<file path="src/rtl/line_band_centroid.sv">
// line_band_centroid: per-band x-sum and count of thresholded line pixels over one camera frame, drained one band per handshake.
// Define LINE_CENTROID_DIV_EN to report floor(sum/count) through a restoring divider instead of the raw sum.
module line_band_centroid #(
  parameter int IMG_W = 320,
  parameter int IMG_H = 240,
  parameter int N_BANDS = 4,
  parameter int PIX_W = 8,
  parameter int BYTES_PER_PIX = 2,
  localparam int CW = $clog2(IMG_W * IMG_H / N_BANDS + 1),
  localparam int SW = $clog2(IMG_W) + CW,
  localparam int BW = N_BANDS > 1 ? $clog2(N_BANDS) : 1
) (
  input  logic             cam_pclk,
  input  logic             reset,
  input  logic             cam_vsync,
  input  logic             cam_href,
  input  logic [PIX_W-1:0] cam_data,
  input  logic [PIX_W-1:0] threshold,
  input  logic             invert,
  output logic             res_valid,
  input  logic             res_ready,
  output logic [BW-1:0]    res_band,
  output logic [CW-1:0]    res_count,
  output logic [SW-1:0]    res_data,
  output logic             overflow
);
  localparam int XW = $clog2(IMG_W + 1);
  localparam int RW = $clog2(IMG_H + 1);
  typedef enum logic {WAIT, ACTIVE} cap_t;
  typedef enum logic [1:0] {IDLE, CALC, OUT} drn_t;
  cap_t cap_q, cap_d;
  drn_t drn_q, drn_d;
  logic vs_q, vs_p_q, hr_q, hr_p_q;
  logic [PIX_W-1:0] dat_q;
  logic [XW-1:0] x_q, x_d;
  logic [RW-1:0] row_q, row_d;
  logic ph_q, ph_d;
  logic [SW-1:0] sum_q [N_BANDS], sum_d [N_BANDS], rsum_q [N_BANDS], rsum_d [N_BANDS];
  logic [CW-1:0] cnt_q [N_BANDS], cnt_d [N_BANDS], rcnt_q [N_BANDS], rcnt_d [N_BANDS];
  logic [BW-1:0] band_q, band_d, pix_band;
  logic val_q, val_d, ovf_q, ovf_d, start, line_pix;
  logic [CW-1:0] rc_q, rc_d;
  logic [SW-1:0] rd_q, rd_d;
  assign pix_band = BW'(row_q / RW'(IMG_H / N_BANDS));
  assign line_pix = invert ? dat_q >= threshold : dat_q < threshold;
`ifdef LINE_CENTROID_DIV_EN
  localparam int DW = $clog2(SW + 1);
  logic [SW-1:0] quo_q, quo_d;
  logic [CW-1:0] rem_q, rem_d;
  logic [DW-1:0] dc_q, dc_d;
  logic [CW:0] tr;
  logic ge;
  assign tr = {rem_q, quo_q[SW-1]};
  assign ge = tr >= {1'b0, rcnt_q[band_q]};
`endif
  always_comb begin
    cap_d = cap_q;
    drn_d = drn_q;
    x_d = x_q;
    row_d = row_q;
    ph_d = ph_q;
    sum_d = sum_q;
    cnt_d = cnt_q;
    rsum_d = rsum_q;
    rcnt_d = rcnt_q;
    band_d = band_q;
    val_d = val_q;
    ovf_d = ovf_q;
    rc_d = rc_q;
    rd_d = rd_q;
    start = 1'b0;
`ifdef LINE_CENTROID_DIV_EN
    quo_d = quo_q;
    rem_d = rem_q;
    dc_d = dc_q;
`endif
    if (cap_q == WAIT) begin
      if (vs_p_q && !vs_q) begin
        cap_d = ACTIVE;
        x_d = '0;
        row_d = '0;
        ph_d = 1'b0;
        sum_d = '{default: '0};
        cnt_d = '{default: '0};
      end
    end else if (vs_q && !vs_p_q) begin
      cap_d = WAIT;
      start = drn_q == IDLE;
      ovf_d = ovf_q | (drn_q != IDLE);
      rsum_d = drn_q == IDLE ? sum_q : rsum_q;
      rcnt_d = drn_q == IDLE ? cnt_q : rcnt_q;
    end else if (hr_p_q && !hr_q) begin
      x_d = '0;
      ph_d = 1'b0;
      row_d = row_q == RW'(IMG_H) ? row_q : row_q + 1'b1;
    end else if (hr_q) begin
      ph_d = BYTES_PER_PIX > 1 ? ~ph_q : 1'b0;
      if (!ph_q && line_pix && x_q < XW'(IMG_W) && row_q < RW'(IMG_H)) begin
        sum_d[pix_band] = sum_q[pix_band] + SW'(x_q);
        cnt_d[pix_band] = cnt_q[pix_band] + 1'b1;
      end
      if ((ph_q || BYTES_PER_PIX == 1) && x_q != XW'(IMG_W)) x_d = x_q + 1'b1;
    end
    if (drn_q == IDLE) begin
      if (start) begin
        drn_d = CALC;
        band_d = '0;
      end
    end else if (drn_q == CALC) begin
`ifdef LINE_CENTROID_DIV_EN
      quo_d = {quo_q[SW-2:0], ge};
      rem_d = ge ? tr[CW-1:0] - rcnt_q[band_q] : tr[CW-1:0];
      dc_d = dc_q + 1'b1;
      if (dc_q == DW'(SW - 1)) begin
        drn_d = OUT;
        val_d = 1'b1;
        rc_d = rcnt_q[band_q];
        rd_d = rcnt_q[band_q] == '0 ? '0 : quo_d;
      end
`else
      drn_d = OUT;
      val_d = 1'b1;
      rc_d = rcnt_q[band_q];
      rd_d = rsum_q[band_q];
`endif
    end else if (res_ready) begin
      val_d = 1'b0;
      drn_d = band_q == BW'(N_BANDS - 1) ? IDLE : CALC;
      band_d = band_q == BW'(N_BANDS - 1) ? '0 : band_q + 1'b1;
    end
`ifdef LINE_CENTROID_DIV_EN
    // Load the dividend on the way into CALC so the division takes exactly SW cycles.
    if (drn_d == CALC && drn_q != CALC) begin
      quo_d = rsum_d[band_d];
      rem_d = '0;
      dc_d = '0;
    end
`endif
  end
  always_ff @(posedge cam_pclk) begin
    if (reset) begin
      {vs_q, vs_p_q, hr_q, hr_p_q, ph_q, val_q, ovf_q} <= '0;
      dat_q <= '0;
      cap_q <= WAIT;
      drn_q <= IDLE;
      x_q <= '0;
      row_q <= '0;
      sum_q <= '{default: '0};
      cnt_q <= '{default: '0};
      rsum_q <= '{default: '0};
      rcnt_q <= '{default: '0};
      band_q <= '0;
      rc_q <= '0;
      rd_q <= '0;
`ifdef LINE_CENTROID_DIV_EN
      quo_q <= '0;
      rem_q <= '0;
      dc_q <= '0;
`endif
    end else begin
      {vs_q, vs_p_q, hr_q, hr_p_q} <= {cam_vsync, vs_q, cam_href, hr_q};
      dat_q <= cam_data;
      cap_q <= cap_d;
      drn_q <= drn_d;
      x_q <= x_d;
      row_q <= row_d;
      ph_q <= ph_d;
      sum_q <= sum_d;
      cnt_q <= cnt_d;
      rsum_q <= rsum_d;
      rcnt_q <= rcnt_d;
      band_q <= band_d;
      val_q <= val_d;
      ovf_q <= ovf_d;
      rc_q <= rc_d;
      rd_q <= rd_d;
`ifdef LINE_CENTROID_DIV_EN
      quo_q <= quo_d;
      rem_q <= rem_d;
      dc_q <= dc_d;
`endif
    end
  end
  assign res_valid = val_q;
  assign res_band = band_q;
  assign res_count = rc_q;
  assign res_data = rd_q;
  assign overflow = ovf_q;
endmodule
</file>
<file path="config.mk">
export PLATFORM = sky130hd
export DESIGN_NAME = line_band_centroid
export DESIGN_NICKNAME = d
export VERILOG_FILES = /design/src/rtl/line_band_centroid.sv
export SDC_FILE = /design/constraint.sdc
export NUM_CORES = 1
export LEC_CHECK = 0
export CORE_ASPECT_RATIO = 1.5
export CORE_MARGIN = 4
export CORE_UTILIZATION = 60
export CTS_BUF_LIST = sky130_fd_sc_hd__clkbuf_8
export DETAILED_ROUTE_END_ITERATION = 7
export MAX_ROUTING_LAYER = met4
export PLACE_DENSITY_LB_ADDON = 0.12
export SYNTH_ARGS = -nofsm -noshare
export SYNTH_HDL_FRONTEND = slang
export SYNTH_SLANG_ARGS = --single-unit
export TNS_END_PERCENT = 5
</file>
<file path="constraint.sdc">
create_clock -name cam_pclk -period 7.7 [get_ports cam_pclk]
set_input_delay 0.77 -clock cam_pclk [delete_from_list [all_inputs] [get_ports cam_pclk]]
set_output_delay 0.77 -clock cam_pclk [all_outputs]
set_load 0.02 [all_outputs]
</file>
==> impl_metrics.toml <==
[outcome]
outcome = "completed"

[yosys]
synth_compound_area_frac = 0.190
synthCells = 1873
synth.avg_cell_area_um2 = 8.86
async_flop_share = 0
synth_xor_area_frac = 0.0232
synth_area_leaders = "dfxtp_1 (47%), nand2_1 (9.9%), a21oi_1 (6.7%)"
synth_top_family_by_area = "simple AND/OR/NAND/NOR gates"
synth_fp_nets = 1922
ys_ff_latch = 388
synthAdderAreaFrac = 0.0208
yosysTopAreaCell = "dfxtp_1"
synth_ff_type = "dfxtp_1"
netlist_area_um2 = 16600
ys_types = 78
yosys_warnings = 0
ys_seq_area_frac = 0.468
synth_top_area_share = 0.468
synth_edf_count = 0
muxShareOfSynthArea = 0.0578
synthSimpleGateAreaFrac = 0.200

[timing]
rsz0062_at_grt = "no"
setup_tns_ns = 0
max-slew-margin-rel = 0.0398
fmax_mhz = 200
finClkSkew_ns = 0.0311
tightest_slew_ns = 1.43
holdWs_ns = 0.451
hold_viol_final = 0
fin_crit_ns = 5.01
maxSlewViolCount = 0
finalCritPeriodShare = 0.651
finalSetupViolCount = 0

[critical_path]
reg2regPathDepth = 14
end_kind = "flop"
path_class = "flop to flop"
cp_data_required_time_ns = 8.26
crit_path_start_kind = "flop"
cp_max_fo = 18
cp.arrival_ns = 5.57

[cells_and_area]
mostFrequentLayoutCell = "nand2_1"
drive_gt1_frac = 0.100
fillCellCount = 2289
fin_nets = 1931
syn2layout_area_growth_pct = 11.4
num_antenna_cells = 0
fin_area_um2 = 18500
mostFrequentLayoutCells = "nand2_1 (436), dfxtp_1 (386), a21oi_1 (221)"

[drt]
vias_per_cell = 6.22
first_pass_iters = 8
drc = 0
postRouteAntennaNets = 0
routed-via-count = 14100
drt_iter0_markers = 1093
routed_wl_um = 46300
wl_per_cell_um = 20.4

[place]
portBuffers = 64
gp_congestion = 0.913
place_area_um2 = 17300
dp_hpwl_um = 30900

[global_routing]
grt_max_degree = 138
grt_pass1_vias = 13800
antenna_found_initial = 0
grt_overflow = 0
grt_pass1_wl_um = 72300
grt_use_total = 0.308

[power]
ir_drop_v = 0.000193
p_leak_nw = 6.62
power.density_nw_per_um2 = 206

[min_path]
min_path_type = "flop to flop"
holdPathStages = 2

[floorplan]
start_util = 0.610
fp.dieW_um = 144
rows = 74
dieArea_um2 = 30400
core_um2 = 27200
io-pin-count = 65
die_h_um = 212

[clock_tree]
htree_levels = 2
cts_hold_buf = 0
clock_latency_ns = 0.63
clk_pin_slew_ns = 0.07
clock-sinks = 388
cts-root-buf = "clkbuf_8"
post_cts_resized = 0
clock_path_buffers = 3
cts_setup_buffers = 0
cts_tree = "done"
cts_made_buffers = 57

[flow_run]
maxCapViolations = 0
Yosys cell counts, drive strengths merged (11+ instances only):
cell,count
clkbuf,89
nor2b,17
xor2,21
a22o,61
o22ai,18
nand4,11
a22oi,57
nor2,147
inv,29
nor3,40
mux4,39
o2bb2ai,32
dfxtp,388
o221ai,11
ha,26
o21ai,11
buf,42
xnor2,23
nand2,439
a21oi,222
nand3,22
power breakdown:
group          internal (W)  switching [W]  leakage [nW]
clock network      0.000915       0.000789         0.696
logic             0.0000234      0.0000714          2.79
registers           0.00201     0.00000235          3.13
sequential cells by signal (all words and copies together), names as in the netlist, 8 cells and up:
signal     cells
dat_q          8
rcnt_q        60
res_count     15
res_data      24
cnt_q         60
row_q          8
sum_q         96
x_q            9
rsum_q        96
final timing paths:
path	start	to	slack, ns
setup / recovery	row_q[4]	sum_q[87]	2.69
setup reg to reg	row_q[4]	sum_q[87]	2.69
hold reg to reg	rsum_q[1]	rsum_q[1]	0.45
hold / removal	rsum_q[1]	rsum_q[1]	0.45
metrics by stage:
stage	total power, W	instances	worst slack (ns)	utilization
2_1_floorplan	0.00212	1873	3.70	-
3_3_place_gp	0.00215	2165	2.93	0.635
3_5_place_dp	0.00215	2165	2.78	0.635
4_1_cts	0.00383	2270	2.75	0.679
5_1_grt	0.00393	2270	2.38	0.679
6_report	0.00381	2270	2.69	0.679
cells by family (layout without fill, tap and decap cells):
logic type | after synthesis | count (layout)
flops | 388 | 388
buf+inv | 160 | 215
compound gates | 467 | 467
fa+ha+maj | 27 | 27
xor+xnor | 44 | 44
mux | 47 | 47
simple gates | 740 | 740
critical path, cell delays in order (launching register included):
cell and delay (ns):
dfxtp_1 0.66, o211ai_4 0.20, a22oi_2 0.86, buf_4 0.40
o22ai_1 0.13, nor3_1 0.33, ha_1 0.30, a21o_1 0.16
a21o_1 0.21, a2111o_1 0.45, a221o_1 0.38, nand3_2 0.26
nor2_1 0.09, xnor2_1 0.34, a22o_1 0.18
per-layer routing:
| layer | routed length, um | global-route usage | part of all wire |
|---|---|---|---|
| met5 | 0 | - | 0 |
| met4 | 2630 | 0.166 | 0.057 |
| met3 | 2470 | 0.0425 | 0.053 |
| met2 | 23900 | 0.536 | 0.52 |
| met1 | 17300 | 0.339 | 0.37 |
cell type report:
| class | count | area [um^2] | share of cell area |
|---|---|---|---|
| clock buffer | 76 | 1050 | 0.0566 |
| clock inverter | 29 | 160 | 0.00866 |
| inverter | 29 | 109 | 0.00589 |
| timing repair buffer | 81 | 772 | 0.0417 |
| multi-input combinational | 1325 | 8210 | 0.444 |
| tap | 342 | 428 | 0.0231 |
| sequential | 388 | 7770 | 0.420 |
No activity file was read; power rests on OpenSTA's default activity.
